File: src/rtl/grid_access_sched.sv
// grid_access_sched
//   Arbitrates a single-port trail RAM between VGA reads and a game engine
//   that clears the grid and runs per-step collision check / trail marking.
//
//   Parameter:
//     GRID_BITS  bits per grid coordinate (grid is 2^GRID_BITS square)
//   Optional feature:
//     GRID_BORDER_EN  when defined, CLEAR paints the outer ring of cells 2'b11
//   Ports:
//     DIV_CLK, reset          clock (rising edge), synchronous active-high reset
//     clear_req, step_req     level requests, accepted only in IDLE
//     p1_x/p1_y/p2_x/p2_y     player heads, latched when a step is accepted
//     vga_req, vga_x, vga_y   VGA read request; always granted the RAM port
//     vga_valid, vga_rdata    read-data strobe one cycle after a VGA grant
//     mem_addr/we/wdata       RAM port ({y,x} address), mem_rdata is 1-cycle latency
//     step_done, clear_done   one-cycle completion pulses
//     p1_hit, p2_hit          collision results, held between steps
//     busy                    engine not in IDLE
//     dbg_state               current engine state encoding
//
//   Handshake: a request is a level; it is consumed on the rising edge where
//   the engine is IDLE and VGA is not granted. There is no backpressure on
//   vga_req: a VGA cycle always wins the RAM and freezes the engine for that
//   cycle, and vga_valid answers it exactly one cycle later.
module grid_access_sched #(
  parameter int GRID_BITS = 6
) (
  input  logic                   DIV_CLK,
  input  logic                   reset,
  input  logic                   clear_req,
  input  logic                   step_req,
  input  logic [GRID_BITS-1:0]   p1_x,
  input  logic [GRID_BITS-1:0]   p1_y,
  input  logic [GRID_BITS-1:0]   p2_x,
  input  logic [GRID_BITS-1:0]   p2_y,
  input  logic                   vga_req,
  input  logic [GRID_BITS-1:0]   vga_x,
  input  logic [GRID_BITS-1:0]   vga_y,
  output logic                   vga_valid,
  output logic [1:0]             vga_rdata,
  output logic [2*GRID_BITS-1:0] mem_addr,
  output logic                   mem_we,
  output logic [1:0]             mem_wdata,
  input  logic [1:0]             mem_rdata,
  output logic                   step_done,
  output logic                   clear_done,
  output logic                   p1_hit,
  output logic                   p2_hit,
  output logic                   busy,
  output logic [2:0]             dbg_state
);

  localparam int AW = 2 * GRID_BITS;
  localparam logic [AW-1:0]        LAST_ADDR = '1;
  localparam logic [GRID_BITS-1:0] CMAX      = '1;

  typedef enum logic [2:0] {
    IDLE  = 3'd0,
    CLEAR = 3'd1,
    RD1   = 3'd2,
    RD2   = 3'd3,
    WAIT  = 3'd4,
    WR1   = 3'd5,
    WR2   = 3'd6,
    DONE  = 3'd7
  } state_t;

  state_t          state, state_next;
  logic [AW-1:0]   sweep;
  logic [AW-1:0]   addr1, addr2;
  logic            same_cell;
  logic            is_clear;
  logic            iss1, iss2;       // own read issued last cycle
  logic [1:0]      cell1, cell2;
  logic [1:0]      clear_val;
  logic            grant;

  // Reset gates the grant so the RAM port idles at 0 while in reset.
  assign grant     = vga_req & ~reset;
  assign busy      = (state != IDLE);
  assign dbg_state = state;
  assign vga_rdata = vga_valid ? mem_rdata : 2'b00;

`ifdef GRID_BORDER_EN
  logic [GRID_BITS-1:0] sx, sy;
  assign sx = sweep[GRID_BITS-1:0];
  assign sy = sweep[AW-1:GRID_BITS];
  assign clear_val = ((sx == '0) || (sx == CMAX) || (sy == '0) || (sy == CMAX)) ? 2'b11 : 2'b00;
`else
  assign clear_val = 2'b00;
`endif

  always_comb begin
    state_next = state;
    mem_addr   = '0;
    mem_we     = 1'b0;
    mem_wdata  = 2'b00;
    step_done  = 1'b0;
    clear_done = 1'b0;
    if (grant) begin
      mem_addr = {vga_y, vga_x};
    end else begin
      case (state)
        IDLE: begin
          if (clear_req)     state_next = CLEAR;
          else if (step_req) state_next = RD1;
        end
        CLEAR: begin
          mem_addr  = sweep;
          mem_we    = 1'b1;
          mem_wdata = clear_val;
          if (sweep == LAST_ADDR) state_next = DONE;
        end
        RD1: begin
          mem_addr   = addr1;
          state_next = RD2;
        end
        RD2: begin
          mem_addr   = addr2;
          state_next = WAIT;
        end
        WAIT: state_next = WR1;
        WR1: begin
          mem_addr   = addr1;
          mem_we     = 1'b1;
          mem_wdata  = same_cell ? 2'b11 : (cell1 | 2'b01);
          state_next = same_cell ? DONE : WR2;
        end
        WR2: begin
          mem_addr   = addr2;
          mem_we     = 1'b1;
          mem_wdata  = cell2 | 2'b10;
          state_next = DONE;
        end
        DONE: begin
          // Pulse only on the cycle DONE actually retires, so a VGA stall
          // here cannot stretch the pulse.
          if (is_clear) clear_done = 1'b1;
          else          step_done  = 1'b1;
          state_next = IDLE;
        end
        default: state_next = IDLE;
      endcase
    end
  end

  always_ff @(posedge DIV_CLK) begin
    if (reset) begin
      state     <= IDLE;
      sweep     <= '0;
      addr1     <= '0;
      addr2     <= '0;
      same_cell <= 1'b0;
      is_clear  <= 1'b0;
      iss1      <= 1'b0;
      iss2      <= 1'b0;
      cell1     <= 2'b00;
      cell2     <= 2'b00;
      p1_hit    <= 1'b0;
      p2_hit    <= 1'b0;
      vga_valid <= 1'b0;
    end else begin
      vga_valid <= grant;
      iss1      <= (state == RD1) && !grant;
      iss2      <= (state == RD2) && !grant;
      // Capture keys off the engine's own read, so a VGA read that lands on
      // the data bus in a later stalled cycle is never mistaken for it.
      if (iss1) begin
        cell1  <= mem_rdata;
        p1_hit <= (|mem_rdata) | same_cell;
      end
      if (iss2) begin
        cell2  <= mem_rdata;
        p2_hit <= (|mem_rdata) | same_cell;
      end
      state <= state_next;
      if (!grant) begin
        if (state == IDLE && state_next == CLEAR) begin
          sweep    <= '0;
          is_clear <= 1'b1;
        end
        if (state == IDLE && state_next == RD1) begin
          addr1     <= {p1_y, p1_x};
          addr2     <= {p2_y, p2_x};
          same_cell <= ({p1_y, p1_x} == {p2_y, p2_x});
          is_clear  <= 1'b0;
        end
        // Holds at the last address rather than wrapping.
        if (state == CLEAR && sweep != LAST_ADDR) sweep <= sweep + AW'(1);
      end
    end
  end

endmodule
File: config.mk
export PLATFORM = sky130hd
export DESIGN_NAME = grid_access_sched
export DESIGN_NICKNAME = d
export VERILOG_FILES = /design/src/rtl/grid_access_sched.sv
export SDC_FILE = /design/constraint.sdc
export NUM_CORES = 1
export LEC_CHECK = 0
export BUFFER_PORTS_ARGS = -buffer_cell sky130_fd_sc_hd__buf_2
export CORE_MARGIN = 1.5
export CORE_UTILIZATION = 30
export CTS_BUF_LIST = sky130_fd_sc_hd__clkbuf_4 sky130_fd_sc_hd__clkbuf_8 sky130_fd_sc_hd__clkbuf_16
export CTS_CLUSTER_SIZE = 8
export DETAILED_ROUTE_END_ITERATION = 10
export SYNTH_ARGS = -nofsm -noshare
export SYNTH_HDL_FRONTEND = slang
export SYNTH_SLANG_ARGS = --single-unit
File: constraint.sdc
create_clock -name DIV_CLK -period 1.8 [get_ports DIV_CLK]
set_input_delay 0.09 -clock DIV_CLK [delete_from_list [all_inputs] [get_ports DIV_CLK]]
set_output_delay 0.09 -clock DIV_CLK [all_outputs]
set_load 0.01 [all_outputs]
==> impl_metrics.env <==
export IMPL_numPortBuffers=68
export IMPL_via_per_inst=5.225
export IMPL_utilization_pct=44.84
export IMPL_end_kind="flop"
export IMPL_synth_simple_area_share_pct=26.52
export IMPL_layoutNonFillerInstCount=543
export IMPL_critical_path_class="flop to flop"
export IMPL_final_setup_tns_ns=-1.586
export IMPL_period_needed_ns=1.890
export IMPL_p_leak_uw=0.001571
export IMPL_grt_pass1_wl_um=12720
export IMPL_syn_cell_area_um2=2661
export IMPL_track_usage_pct=16.41
export IMPL_clock_latency_ns=0.30
export IMPL_dieArea_um2=9445
export IMPL_diodes=0
export IMPL_wire_per_inst_um=15.50
export IMPL_synthesis_nets=376
export IMPL_postRouteAntennaNets=0
export IMPL_power_density_nw_per_um2=660.6
export IMPL_synthMuxAreaShare_pct=3.761
export IMPL_cts_path_max_buffers=2
export IMPL_fin_area_um2=3891
export IMPL_max_freq_mhz=529.0
export IMPL_vias=2837
export IMPL_fin_crit_sh_pct=105.0
export IMPL_finalWirelength_um=8418
export IMPL_avgSynthCellArea_um2=8.016
export IMPL_cts_hold_buf=0
export IMPL_grt_overflow_total=0
export IMPL_yosysUniqueCellTypes=48
export IMPL_layout_drive_gt1_share_pct=43.68
export IMPL_synth_seq_cells=48
export IMPL_synth_xor_area_share_pct=4.278
export IMPL_finalClockSkew_ns=0.008034
export IMPL_cts_buffers=5
export IMPL_status="finished, violations left"
export IMPL_setup_slack_ns=-0.09040
export IMPL_cap_violations=0
export IMPL_numClockSinks=48
export IMPL_report_final_slew_viol_count=0
export IMPL_drt_iter0_markers=167
export IMPL_setup_viol_count_final=29
export IMPL_synth_compound_area_share_pct=22.85
export IMPL_syn_to_final_growth_pct=46.22
export IMPL_antenna_found_initial=0
export IMPL_hold_viol=0
export IMPL_worstPathMaxFanout=7
export IMPL_cts_tree="yes"
export IMPL_synth_flop_cell="dfxtp_1"
export IMPL_io_pins=69
export IMPL_synth_fa_ha_area_share_pct=0.4701
export IMPL_clk_pin_slew_worst_paths_ns=0.10
export IMPL_relSlewSlack_pct=54.78
export IMPL_cp_arrival_ns=2.13
export IMPL_async_reset_ff_share_pct=0
export IMPL_synth_top_family_by_area="simple AND/OR/NAND/NOR gates"
export IMPL_placedCellCount=521
export IMPL_slowest_stage="or4b_4"
export IMPL_required_ns=2.04
export IMPL_gp_congestion=0.8949
export IMPL_grt_pass1_vias=2629
export IMPL_core_area_um2=8678
export IMPL_cts_root_buf="clkbuf_8"
export IMPL_die_w_um=97.19
export IMPL_worst_hold_slack_ns=0.006383
export IMPL_ys_warn_count=0
export IMPL_synth_edff_count=0
export IMPL_dr_pass1_iters=5
export IMPL_rsz0062_at_grt="true"
export IMPL_placed_area_um2=3289
export IMPL_min_path_type="input port to flop"
export IMPL_ys_seq_area_share_pct=36.11
export IMPL_drcViolationCount=0
export IMPL_die_h_um=97.19
export IMPL_start_util_pct=30.67
export IMPL_syn_inst=332
export IMPL_cp_num_buf_inv=2
export IMPL_startpoint_type="flop"
export IMPL_grt_max_degree=40
export IMPL_violations="setup timing"
export IMPL_nets=478
export IMPL_cp_top_family="simple AND/OR/NAND/NOR gates"
export IMPL_irDropWorstVdd_mv=0.4294
export IMPL_worstPathCellList="or4b_4 -> a2111oi_4 -> buf_6 -> clkbuf_16 -> nand2_4 -> a21oi_2"
export IMPL_tightest_slew_ns=0.6783
export IMPL_row_count=34
export IMPL_max_stage_delay_ns=0.56
export IMPL_htreeDepth=2
export IMPL_dp_final_hpwl_um=5850
-- Yosys cell counts, types with 4 or more instances --
cell | n | share of area [%]
a22o_1 | 4 | 1.3
a21oi_1 | 39 | 7.3
or4_1 | 5 | 1.4
clkbuf_1 | 13 | 1.8
xor2_1 | 13 | 4.3
nand2_1 | 73 | 10
nand3_1 | 7 | 1.3
dfxtp_1 | 48 | 36
a222oi_1 | 9 | 3.4
o21ai_0 | 17 | 3.2
o31ai_1 | 5 | 1.4
nand2b_1 | 7 | 1.6
nor4_1 | 7 | 1.6
clkbuf_8 | 4 | 2.1
mux2i_1 | 10 | 3.8
nor3_1 | 4 | 0.75
inv_1 | 4 | 0.56
nor2_1 | 13 | 1.8
nand4_1 | 4 | 0.94
a21oi_2 | 4 | 1.3
-- report_power, final --
part | total [uW] | switching [uW] | internal, uW
clock | 961 | 401 | 560
combinational | 494 | 268 | 225
sequential | 1120 | 25.2 | 1090
total | 2570 | 694 | 1880
-- path summary, 6_finish.rpt --
check | startpoint | end | slack [ns] | depth (start not counted)
worst min register to register | addr2[7]$_SDFFE_PP0P_ | addr2[7]$_SDFFE_PP0P_ | 0.46 | 2
worst min-delay path | vga_req | iss1$_SDFF_PP0_ | 0.006 | 2
worst max-delay path | dbg_state[0]$_SDFF_PP0_ | addr1[10]$_SDFFE_PP0P_ | -0.09 | 6
worst max register to register | dbg_state[0]$_SDFF_PP0_ | addr1[10]$_SDFFE_PP0P_ | -0.09 | 6
-- cell families after synthesis --
group                    after synthesis
flip-flops                            48
AND/OR/NAND/NOR                      142
adder cells (fa/ha/maj)                1
multiplexers                          10
buffers and inverters                 27
AO/OA/AOI/OAI                         91
XOR/XNOR                              13
-- sequential cells by signal (all words and copies together) (netlist names), 3 cells and up --
signal and cells:
dbg_state 3, sweep 12, addr2 12, addr1 12
-- repair_timing --
item | CTS | global route
resized for setup | 37 | 63
endpoints found under the setup margin | 37 | 45
endpoints found under the hold margin | 0 | 0
pin swaps | 17 | 45
gates cloned | 1 | 5
setup buffers | 8 | 1
-- layer usage --
| metal | part of all wire [%] | vias up | GRT usage (%) |
|---|---|---|---|
| met4 | 1.8 | 0 | 4.794 |
| met3 | 4.2 | 16 | 2.518 |
| li1 | - | 1409 | - |
| met1 | 45 | 1336 | 21.70 |
| met5 | 0 | - | 0 |
| met2 | 49 | 76 | 27.60 |
-- through the flow --
step	power, uW	setup slack (ns)
final	2571	-0.09040
after CTS	2505	-0.08442
after detailed placement	1529	-0.05963
after floorplan	1358	-0.04529
after global routing	2669	-0.1841
after global placement	1522	-0.04764
-- placed cells by master (no fill, tap or decap), types with 10 or more instances in the layout --
cell type	n
buf_2	68
dfxtp_1	45
nand2_1	53
xor2_1	13
mux2i_1	10
a21oi_2	21
o21ai_1	11
nor2_1	12
a21oi_1	22
buf_4	34
nand2_4	13
-- area by class of cell --
class | instances | area [um^2]
Timing Repair Buffer | 115 | 790.8
Inverter | 4 | 15.01
Sequential cell | 48 | 972.2
Fill cell | 868 | 4787
Tap cell | 108 | 135.1
Clock inverter | 3 | 68.82
Multi-Input combinational cell | 260 | 1841
Clock buffer | 5 | 68.82
No activity file was read; power rests on OpenSTA's default activity.
